## config.mk

```make
export PLATFORM = sky130hd
export DESIGN_NAME = imem_loader_flat
export DESIGN_NICKNAME = d
export VERILOG_FILES = /design/src/rtl/imem_loader_if.sv /design/src/rtl/imem_loader.sv /design/src/flat_wrapper.sv
export SDC_FILE = /design/constraint.sdc
export NUM_CORES = 1
export LEC_CHECK = 0
export BUFFER_PORTS_ARGS = -buffer_cell sky130_fd_sc_hd__buf_2
export CAP_MARGIN = 20
export CORE_MARGIN = 1
export CORE_UTILIZATION = 54
export CTS_CLUSTER_DIAMETER = 30
export DETAILED_ROUTE_END_ITERATION = 8
export HOLD_SLACK_MARGIN = 0.12
export PLACE_DENSITY = 0.8
export SYNTH_ARGS = -nofsm -noshare
export SYNTH_HDL_FRONTEND = slang
export SYNTH_SLANG_ARGS = --single-unit
```

## constraint.sdc

```tcl
create_clock -name clock -period 2.8 [get_ports clock]
set_input_delay 0.56 -clock clock [delete_from_list [all_inputs] [get_ports clock]]
set_output_delay 0.56 -clock clock [all_outputs]
set_load 0.02 [all_outputs]
```

## src/rtl/imem_loader_if.sv

```systemverilog
// Byte-stream handshake and instruction-memory write port of the program loader.
// The loader is the master: it consumes the stream and drives the memory writes.
interface imem_loader_if;
    logic [7:0]  in_data;
    logic        in_valid;
    logic        in_ready;
    logic        mem_we;
    logic [31:0] mem_addr;
    logic [31:0] mem_wdata;

    modport master (
        input  in_data,
        input  in_valid,
        output in_ready,
        output mem_we,
        output mem_addr,
        output mem_wdata
    );

    modport slave (
        output in_data,
        output in_valid,
        input  in_ready,
        input  mem_we,
        input  mem_addr,
        input  mem_wdata
    );
endinterface

```

## src/rtl/imem_loader.sv

```systemverilog
// Loads a length-prefixed, big-endian byte stream into instruction memory as 32-bit
// word writes, holding the CPU until the image is complete.
module imem_loader #(
    parameter int unsigned ADDR_WIDTH = 8,
    parameter logic [31:0] BASE_ADDR  = 32'h0
) (
    input  logic          clock,
    input  logic          reset,
    input  logic          start,
    imem_loader_if.master bus,
    output logic          busy,
    output logic          done,
    output logic          error,
    output logic          cpu_hold
);

    localparam int unsigned INDEX_W  = ADDR_WIDTH + 1;
    localparam logic [31:0] CAPACITY = 32'd1 << ADDR_WIDTH;

    typedef enum logic [2:0] {
        S_IDLE, S_LEN_HI, S_LEN_LO, S_DATA, S_WRITE, S_DONE, S_ERROR
    } state_t;

    typedef struct packed {
        logic in_ready;
        logic busy;
        logic cpu_hold;
        logic mem_we;
    } flags_t;

    // Output flags are a pure function of the state being entered, so they are
    // loaded alongside the state register and never depend on in_valid.
    function automatic flags_t flags_for(state_t s);
        flags_t f;
        f.in_ready = (s == S_LEN_HI) || (s == S_LEN_LO) || (s == S_DATA);
        f.busy     = f.in_ready || (s == S_WRITE);
        f.cpu_hold = (s != S_DONE);
        f.mem_we   = (s == S_WRITE);
        return f;
    endfunction

    state_t             state;
    flags_t             flags;
    logic [15:0]        len;
    logic [INDEX_W-1:0] index;
    logic [1:0]         byte_cnt;
    logic [31:0]        wdata;

    logic        take;
    logic [15:0] len_next;

    assign take     = bus.in_valid & flags.in_ready;
    assign len_next = {len[15:8], bus.in_data};

    // NOTE: every register below uses non-blocking assignment, so all branches of
    // the case read the pre-edge values and the update order inside the block is moot.
    always_ff @(posedge clock or negedge reset) begin
        if (!reset) begin
            state    <= S_IDLE;
            flags    <= flags_for(S_IDLE);
            len      <= '0;
            index    <= '0;
            byte_cnt <= '0;
            wdata    <= '0;
            done     <= 1'b0;
            error    <= 1'b0;
        end else begin
            unique case (state)
                S_IDLE: if (start) begin
                    state <= S_LEN_HI;
                    flags <= flags_for(S_LEN_HI);
                end
                S_LEN_HI: if (take) begin
                    len[15:8] <= bus.in_data;
                    state     <= S_LEN_LO;
                    flags     <= flags_for(S_LEN_LO);
                end
                S_LEN_LO: if (take) begin
                    len[7:0] <= bus.in_data;
                    if (len_next == 16'd0) begin
                        done  <= 1'b1;
                        state <= S_DONE;
                        flags <= flags_for(S_DONE);
                    end else if ({16'd0, len_next} > CAPACITY) begin
                        error <= 1'b1;
                        state <= S_ERROR;
                        flags <= flags_for(S_ERROR);
                    end else begin
                        index    <= '0;
                        byte_cnt <= '0;
                        state    <= S_DATA;
                        flags    <= flags_for(S_DATA);
                    end
                end
                S_DATA: if (take) begin
                    wdata    <= {wdata[23:0], bus.in_data};
                    byte_cnt <= byte_cnt + 2'd1;
                    if (byte_cnt == 2'd3) begin
                        state <= S_WRITE;
                        flags <= flags_for(S_WRITE);
                    end
                end
                S_WRITE: begin
                    index <= index + INDEX_W'(1);
                    if (32'(index) + 32'd1 == {16'd0, len}) begin
                        done  <= 1'b1;
                        state <= S_DONE;
                        flags <= flags_for(S_DONE);
                    end else begin
                        byte_cnt <= '0;
                        state    <= S_DATA;
                        flags    <= flags_for(S_DATA);
                    end
                end
                S_DONE: if (start) begin
                    done  <= 1'b0;
                    state <= S_LEN_HI;
                    flags <= flags_for(S_LEN_HI);
                end
                S_ERROR: if (start) begin
                    error <= 1'b0;
                    state <= S_LEN_HI;
                    flags <= flags_for(S_LEN_HI);
                end
                default: begin
                    state <= S_IDLE;
                    flags <= flags_for(S_IDLE);
                end
            endcase
        end
    end

    assign bus.in_ready  = flags.in_ready;
    assign bus.mem_we    = flags.mem_we;
    assign bus.mem_wdata = wdata;
    assign bus.mem_addr  = BASE_ADDR + 32'({index, 2'b00});
    assign busy          = flags.busy;
    assign cpu_hold      = flags.cpu_hold;

endmodule
```

## src/flat_wrapper.sv

```systemverilog
// flat-port wrapper written by rule: the top's interface ports become plain ports
module imem_loader_flat 
#(
    parameter int unsigned ADDR_WIDTH = 8,
    parameter logic [31:0] BASE_ADDR  = 32'h0
)
  (clock, reset, start, busy, done, error, cpu_hold, bus_in_data, bus_in_valid, bus_in_ready, bus_mem_we, bus_mem_addr, bus_mem_wdata);
  imem_loader_if bus_i ();
  input  logic clock;
  input  logic reset;
  input  logic start;
  output logic busy;
  output logic done;
  output logic error;
  output logic cpu_hold;
  input wire logic [$bits(bus_i.in_data)-1:0] bus_in_data;
  input wire logic [$bits(bus_i.in_valid)-1:0] bus_in_valid;
  output wire logic [$bits(bus_i.in_ready)-1:0] bus_in_ready;
  output wire logic [$bits(bus_i.mem_we)-1:0] bus_mem_we;
  output wire logic [$bits(bus_i.mem_addr)-1:0] bus_mem_addr;
  output wire logic [$bits(bus_i.mem_wdata)-1:0] bus_mem_wdata;
  assign bus_i.in_data = bus_in_data;
  assign bus_i.in_valid = bus_in_valid;
  assign bus_in_ready = bus_i.in_ready;
  assign bus_mem_we = bus_i.mem_we;
  assign bus_mem_addr = bus_i.mem_addr;
  assign bus_mem_wdata = bus_i.mem_wdata;
  imem_loader #(.ADDR_WIDTH(ADDR_WIDTH), .BASE_ADDR(BASE_ADDR)) u_core (.clock(clock), .reset(reset), .start(start), .bus(bus_i), .busy(busy), .done(done), .error(error), .cpu_hold(cpu_hold));
endmodule
```

=== Word-level counts from Yosys, hierarchy flattened ===
Cells that the tools add are included.
W data, S select, Z words.

* Output and inout port bits: 70
* Register bits after elaboration: 68
* Word-level logic and storage cells: 90
* Input port bits: 12

* $lt $le $gt $ge: 1
* Add/sub/neg operators: 3
* Equality and inequality tests: 21
* Reductions and logical operators: 15
* Bitwise operators: 1
* Mux-type cells: 37

{| class="wikitable"
|+ Operators by type and width
! kind !! number
|-
| $eq A32 B16 Y1 || 1
|-
| $mux W4 || 8
|-
| $mux W9 || 3
|-
| $mux W3 || 8
|-
| $pmux W4 S5 || 1
|-
| $pmux W9 S2 || 1
|-
| $gt A16 B9 Y1 const B || 1
|-
| $logic_not A16 Y1 || 1
|-
| $ne A2 B1 Y1 const B || 8
|-
| $pmux W3 S5 || 1
|-
| $reduce_and A5 Y1 || 3
|-
| $add A9 B1 Y10 const B || 1
|-
| $mux W2 || 5
|-
| $ne A2 B2 Y1 const B || 5
|-
| $add A9 B1 Y9 const B || 1
|-
| $eq A3 B3 Y1 const B || 3
|-
| $mux W1 || 7
|-
| $eq A3 B2 Y1 const B || 2
|-
| $pmux W2 S3 || 1
|-
| $reduce_and A2 Y1 || 3
|-
| $reduce_and A6 Y1 || 1
|-
| $reduce_bool A3 Y1 || 2
|-
| $reduce_and A4 Y1 || 1
|-
| $reduce_bool A2 Y1 || 2
|-
| 8 further kinds || 8
|}

=== Longest topological paths before layout ===
Gate-level depths: netlist of run 1.

* Depth in word-level cells: 5
* Mapped depth: 9
* Mapped depth without buffers: 7

=== Least setup slack after synthesis of run 1 ===
Ideal clock, no wire load.

* Kind: register to register
* From: register u_core.index[0]
* To: register u_core.state[1]
* Arrival: 2.208 ns
* Slack: 0.468 ns
* Period minus slack after synthesis: 2.332 ns
* Setup time: 0.124 ns
* Path buffers: 1
* Cell stages (with the launch flop): 9
* Required time: 2.676 ns
* Cell sequence: dfrtp_1 ha_1 and4_1 clkbuf_1 a211oi_1 o211ai_1 a2111oi_4 a21oi_2 a211o_1

* Cells in the longest elaborated chain, start to end: 4

{| class="wikitable"
|+ Ends and longest elaborated chain
! what !! line !! RTL
|-
| start, declared || imem_loader.sv:45 || <nowiki>logic [INDEX_W-1:0] index;</nowiki>
|-
| start signal, assigned || imem_loader.sv:104 || <nowiki>index <= index + INDEX_W'(1);</nowiki>
|-
| $add A9 B1 Y10 || imem_loader.sv:105 || <nowiki>if (32'(index) + 32'd1 == {16'd0, len}) begin</nowiki>
|-
| $eq A32 B16 Y1 || imem_loader.sv:105 ||
|-
| $mux W3 || imem_loader.sv:105 ||
|-
| $pmux W3 S5 || imem_loader.sv:68 || <nowiki>unique case (state)</nowiki>
|-
| end signal, assigned || imem_loader.sv:70 || <nowiki>state <= S_LEN_HI;</nowiki>
|-
| end signal, assigned || imem_loader.sv:107 || <nowiki>state <= S_DONE;</nowiki>
|-
| end signal, assigned || imem_loader.sv:111 || <nowiki>state <= S_DATA;</nowiki>
|-
| end, declared || imem_loader.sv:42 || <nowiki>state_t state;</nowiki>
|}

Every way passes these cells.
A chain may end at the register's enable or synchronous reset.

=== Worst setup path after layout of run 1 ===
Same ends and word-level chain as after synthesis.

==> impl_metrics.csv, run 1 <==
group,metric,value,unit
placed_design,place.gp.congestion,0.888,
global_route,grt_first_pass_wirelength,11500,um
final_layout,stdcell_area,3970,sq um
clock_network,insertion_delay,340,ps
die,dieWidth,82.3,um
setup_path,arrival,2770,ps
die,rows,28,
setup_path,path_class,"reg -> reg",
drt,post-route-drc-count,0,
timing,finalHoldViolCount,0,
final_layout,postLayoutCoreUtil,65.4,%
timing,worst_pin_slew,658,ps
synthesis,synth_edf_count,0,
drt,drtAntennaViolNets,0,
setup_path,required,3030,ps
setup_path,reg2reg_to,"u_core.state[1]$_DFFE_PN0P_",
final_layout,final_layout_size_suffix_gt1_share,37.0,%
hold_path,hold_path.class,"in -> async",
global_route,grt_max_degree,69,
setup_path,crit_fanout,7,
clock_network,cts-root-buf,"clkbuf_8",
drt,drt_iter0_drc,143,
die,core,6060,sq um
setup_path,end_kind,"register",
setup_path,r2r_slack,250,ps
drt,drt-total-wl,7230,um
clock_network,path_clk_slew,70,ps
final_layout,nets,380,
timing,tns,0,ps
global_route,grt_pass1_vias,2398,
run_status,status,"finished clean",
synthesis,ys_types,56,
setup_path,timing.rr.start,"u_core.index[0]$_DFFE_PN0P_",
timing,grt_setup_unrepaired,"false",
clock_network,clock-sinks,68,
timing,worst_slack,254,ps
clock_network,cts_resized,0,
clock_network,post_cts_buffers,0,
placed_design,place_hpwl,4990,um
timing,relSlewSlack,55.7,%
die,pin_count,82,
timing,fin_crit_sh,90.9,%
clock_network,postCtsHoldBufs,0,
power_and_ir_drop,ir_drop,0.795,mV
setup_path,crit_path_start_kind,"register",
synthesis,synth_cells,311,
synthesis,ys_ff_latch,68,
die,die_area,6780,sq um
synthesis,syn_area,3480,sq um
power_and_ir_drop,power.leakage,1.83,nW
synthesis,synth_ff_type,"dfrtp_1",
timing,slew_viol_final,0,
synthesis,synth.avg_cell_area,11.2,sq um
drt,vias,2553,
timing,setup_viol,0,
power_and_ir_drop,p_per_area,1240,nW/um^2
timing,min_period,2550,ps
setup_path,r2r_cells,7,
drt,drtPass1Iterations,4,
global_route,antenna_found_initial,0,
synthesis,synthArstFlopShare,100,%
placed_design,io_buffers,58,
clock_network,htree_levels,3,
setup_path,crit_end,"u_core.state[1]$_DFFE_PN0P_",
synthesis,ys_seq_area_share,48.9,%
clock_network,cts_buffers,9,
setup_path,cp-startpoint,"u_core.index[0]$_DFFE_PN0P_",
clock_network,cts_tree,"yes",
die,die_y,82.3,um
global_route,track_usage,23.2,%
timing,fin_skew,4.49,ps
power_and_ir_drop,p_total,0.00491,W
drt,wl_per_cell,16.2,um
job,max_cap_violations,0,
final_layout,n_antenna_cell,0,
die,initial_utilization,57.5,%
global_route,overflow,0,
drt,via_per_inst,5.74,
timing,max_clock_freq,393,MHz
synthesis,synth-warning-count,0,
placed_design,placedInstanceArea,3750,sq um
final_layout,area_growth,13.8,%
clock_network,clk_path_buf_depth,2,
placed_design,place_ws,235,ps
## Yosys cell counts (5+ instances only)
cell type | count | area share (%)
dfrtp_1 | 67 | 48
mux2_2 | 47 | 15
buf_4 | 25 | 5.4
nand2_1 | 24 | 2.6
o21ai_0 | 17 | 2.4
clkbuf_1 | 14 | 1.5
nor2_1 | 11 | 1.2
a21oi_1 | 10 | 1.4
nor3_1 | 6 | 0.86
inv_1 | 5 | 0.54
nand3_1 | 5 | 0.72
xor2_1 | 5 | 1.3
## where the power goes
| part | switching (W) | leakage (nW) | internal (W) |
|---|---|---|---|
| Sequential | 0.000467 | 0.834 | 0.00145 |
| Combinational | 0.00117 | 0.898 | 0.000946 |
| Clock | 0.000378 | 0.102 | 0.000498 |
| Total | 0.00202 | 1.83 | 0.00289 |
## worst max-delay path: stages, from the launching register on
cell       delay (ps)
dfrtp_1           450
ha_1              310
and4_1            280
a211oi_1          410
o211ai_1          210
a2111oi_4         370
a21oi_2           130
a211o_1           290
## sequential cells by signal, summed over array words and instances, names as in the netlist
name and flops:
u_core.bus.in_ready 1, u_core.state 3, u_core.cpu_hold 1, u_core.error 1
u_core.bus.mem_we 1, u_core.done 1, u_core.byte_cnt 2, u_core.bus.mem_wdata 32
u_core.index 9, u_core.len 16, u_core.busy 1
## metrics by stage
step	hold WS, ps	instances
finish	223	445
global route	252	445
CTS	235	445
detailed placement	489	430
global placement	456	430
floorplan	264	333
## cell families (layout without fill, tap and decap cells)
logic type                 Yosys count  in the layout  share of synthesized area, %
adders and majority gates            2              2                         0.718
muxes                               49             49                          15.8
and+or+nand+nor                     78             78                          12.2
AOI/OAI and AO/OA                   58             58                          11.9
xor gates and xnor gates             9              9                          2.66
buffers and inverters               46             83                          7.72
other                                1             23                         0.108
DFF                                 68             68                          48.9
## worst min-delay path by stage
stage | from | to
2_1_floorplan | reset | u_core.bus.in_ready$_DFFE_PN0P_
3_3_place_gp | u_core.bus.mem_we$_DFFE_PN0P_ | u_core.bus.mem_we$_DFFE_PN0P_
3_5_place_dp | u_core.bus.mem_we$_DFFE_PN0P_ | u_core.bus.mem_we$_DFFE_PN0P_
4_1_cts | reset | u_core.index[2]$_DFFE_PN0P_
5_1_grt | reset | u_core.index[2]$_DFFE_PN0P_
6_report | reset | u_core.index[2]$_DFFE_PN0P_
## cell usage in the layout, fill, tap and decap left out, types with 3 or more instances in the layout
| cell | n |
|---|---|
| buf_2 | 58 |
| o21ai_0 | 17 |
| o31ai_1 | 3 |
| or4_1 | 3 |
| buf_4 | 4 |
| xor2_1 | 5 |
| o211ai_1 | 4 |
| and3_1 | 3 |
| mux2_2 | 47 |
| a31oi_1 | 3 |
| nand2b_1 | 3 |
| conb_1 | 23 |
| clkbuf_8 | 9 |
| xnor2_1 | 3 |
| inv_1 | 5 |
| nand2_1 | 24 |
| nor2_1 | 10 |
| nor3_1 | 6 |
| nor2b_1 | 3 |
| dfrtp_1 | 67 |
| nand3_1 | 5 |
| a21oi_1 | 10 |
| and4_1 | 4 |
## final cells by class
class	instances	area, sq um
clock inverter	6	88.8
sequential	68	1700
inverter	5	18.8
clock buffer	9	124
multi-input combinational	219	1600
timing repair buffer	63	340
fill	479	2100
tap	75	93.8
## per-layer routing
metal | vias to the layer above | share of wire (%) | GRT usage (%)
met3 | 14 | 5.0 | 5.60
met2 | 89 | 49 | 36.2
met1 | 1261 | 44 | 31.0
met5 | - | 0 | 0
met4 | 0 | 1.9 | 9.47
li1 | 1189 | - | -
(Power assumes the default switching activity.)
==> inputs of run 2 (changes only) <==
Settings changed: REMOVE_ABC_BUFFERS set to 1.
Clock period 2.8 ns to 2.6 ns, I/O delays scaled along.
==> impl_metrics.csv, run 2 (synthesis results as in run 1) <==
group,metric,value,unit
die,initial_utilization,57.5,%
clock_network,clock-sinks,68,
drt,drt_iter0_drc,207,
global_route,track_usage,23.1,%
die,rows,28,
clock_network,htree_levels,3,
drt,drtPass1Iterations,5,
setup_path,arrival,2620,ps
job,max_cap_violations,0,
final_layout,n_antenna_cell,0,
timing,setup_viol,0,
clock_network,postCtsHoldBufs,0,
global_route,antenna_found_initial,0,
power_and_ir_drop,power.leakage,1.84,nW
placed_design,placedInstanceArea,3770,sq um
drt,post-route-drc-count,0,
setup_path,cp.depth,7,
setup_path,cp-startpoint,"u_core.index[0]$_DFFE_PN0P_",
timing,min_period,2390,ps
setup_path,r2r_slack,210,ps
clock_network,cts-root-buf,"clkbuf_8",
final_layout,nets,384,
timing,fin_crit_sh,91.9,%
die,die_y,82.3,um
timing,grt_setup_unrepaired,"false",
timing,tns,0,ps
setup_path,crit_fanout,7,
clock_network,insertion_delay,340,ps
die,pin_count,82,
clock_network,cts_tree,"yes",
power_and_ir_drop,p_per_area,1310,nW/um^2
setup_path,end_kind,"register",
setup_path,required,2830,ps
final_layout,largest_register_ffs,32,
global_route,grt_first_pass_wirelength,11600,um
drt,wl_per_cell,15.7,um
final_layout,final_cell_mix,"dfrtp_1, buf_2, mux2_2, nand2_1, conb_1",
setup_path,crit_path_start_kind,"register",
die,core,6060,sq um
setup_path,crit_family,"compound AO/OA/AOI/OAI gates",
timing,worst_pin_slew,993,ps
placed_design,place_hpwl,5090,um
final_layout,stdcell_area,3970,sq um
timing,relSlewSlack,32.7,%
setup_path,worst-path-buf-inv,0,
drt,drtAntennaViolNets,0,
final_layout,final_layout_size_suffix_gt1_share,37.4,%
drt,drt-total-wl,7040,um
setup_path,cp_cell_sequence,"ha_1, and4_1, a211oi_1, o211ai_1, a2111oi_4, a21oi_2, a211o_1",
timing,finalHoldViolCount,0,
setup_path,r2r_cells,7,
clock_network,clk_path_buf_depth,2,
power_and_ir_drop,ir_drop,0.847,mV
hold_path,hold_path.class,"in -> async",
clock_network,cts_buffers,9,
global_route,overflow,0,
die,die_area,6780,sq um
setup_path,timing.rr.start,"u_core.index[0]$_DFFE_PN0P_",
timing,fin_skew,5.26,ps
die,dieWidth,82.3,um
drt,via_per_inst,5.75,
clock_network,post_cts_buffers,0,
drt,vias,2580,
global_route,grt_pass1_vias,2411,
final_layout,nFillCells,465,
run_status,status,"finished clean",
setup_path,path_class,"reg -> reg",
timing,holdWs,135,ps
clock_network,cts_resized,0,
setup_path,cp_slowest_stage_delay,440,ps
placed_design,io_buffers,58,
timing,max_clock_freq,418,MHz
setup_path,crit_end,"u_core.state[1]$_DFFE_PN0P_",
setup_path,reg2reg_to,"u_core.state[1]$_DFFE_PN0P_",
global_route,grt_max_degree,34,
timing,slew_viol_final,0,
setup_path,slowest_stage,"dfrtp_1",
final_layout,final_common_cell,"dfrtp_1",
clock_network,path_clk_slew,70,ps
placed_design,place.gp.congestion,0.876,
final_layout,area_growth,13.9,%
[run 2: per-layer routing]
layer  part of all wire [%]  vias up  global-route usage [%]
met5                      0        -                       0
met3                    6.3       12                    5.93
met2                     48      107                    36.0
li1                       -     1204                       -
met1                     45     1257                    31.2
met4                    1.6        0                    8.25
[run 2: area by class of cell]
cell class                      instances  area, sq um  share of cell area, %
Clock buffer                           11          141                   3.56
Clock inverter                          4         50.0                   1.26
Timing Repair Buffer                   67          358                   9.02
Sequential cell                        68         1700                   42.9
Inverter                                5         18.8                  0.473
Multi-Input combinational cell        219         1600                   40.4
Tap cell                               75         93.8                   2.37
[run 2: worst min path at each step]
stage                                 endpoint  slack, ps
2_1_floorplan  u_core.bus.in_ready$_DFFE_PN0P_        220
3_3_place_gp     u_core.bus.mem_we$_DFFE_PN0P_        460
3_5_place_dp     u_core.bus.mem_we$_DFFE_PN0P_        480
4_1_cts            u_core.index[7]$_DFFE_PN0P_        140
5_1_grt            u_core.index[7]$_DFFE_PN0P_        170
6_report           u_core.index[7]$_DFFE_PN0P_        130
[run 2: power by group]
| part | switching [W] | internal, W |
|---|---|---|
| Clock | 0.000389 | 0.000462 |
| Combinational | 0.00126 | 0.00102 |
| Sequential | 0.000497 | 0.00156 |
| Total | 0.00215 | 0.00304 |
[run 2: per-stage QoR]
stage                     setup slack, ps  instances  util [%]  total power [W]
after floorplan                     -73.6        292         -          0.00359
after global placement                194        434      62.3          0.00427
after detailed placement             67.8        434      62.3          0.00436
after CTS                             241        449      65.4          0.00522
after global routing                 88.8        449      65.4          0.00553
final                                 210        449      65.4          0.00519
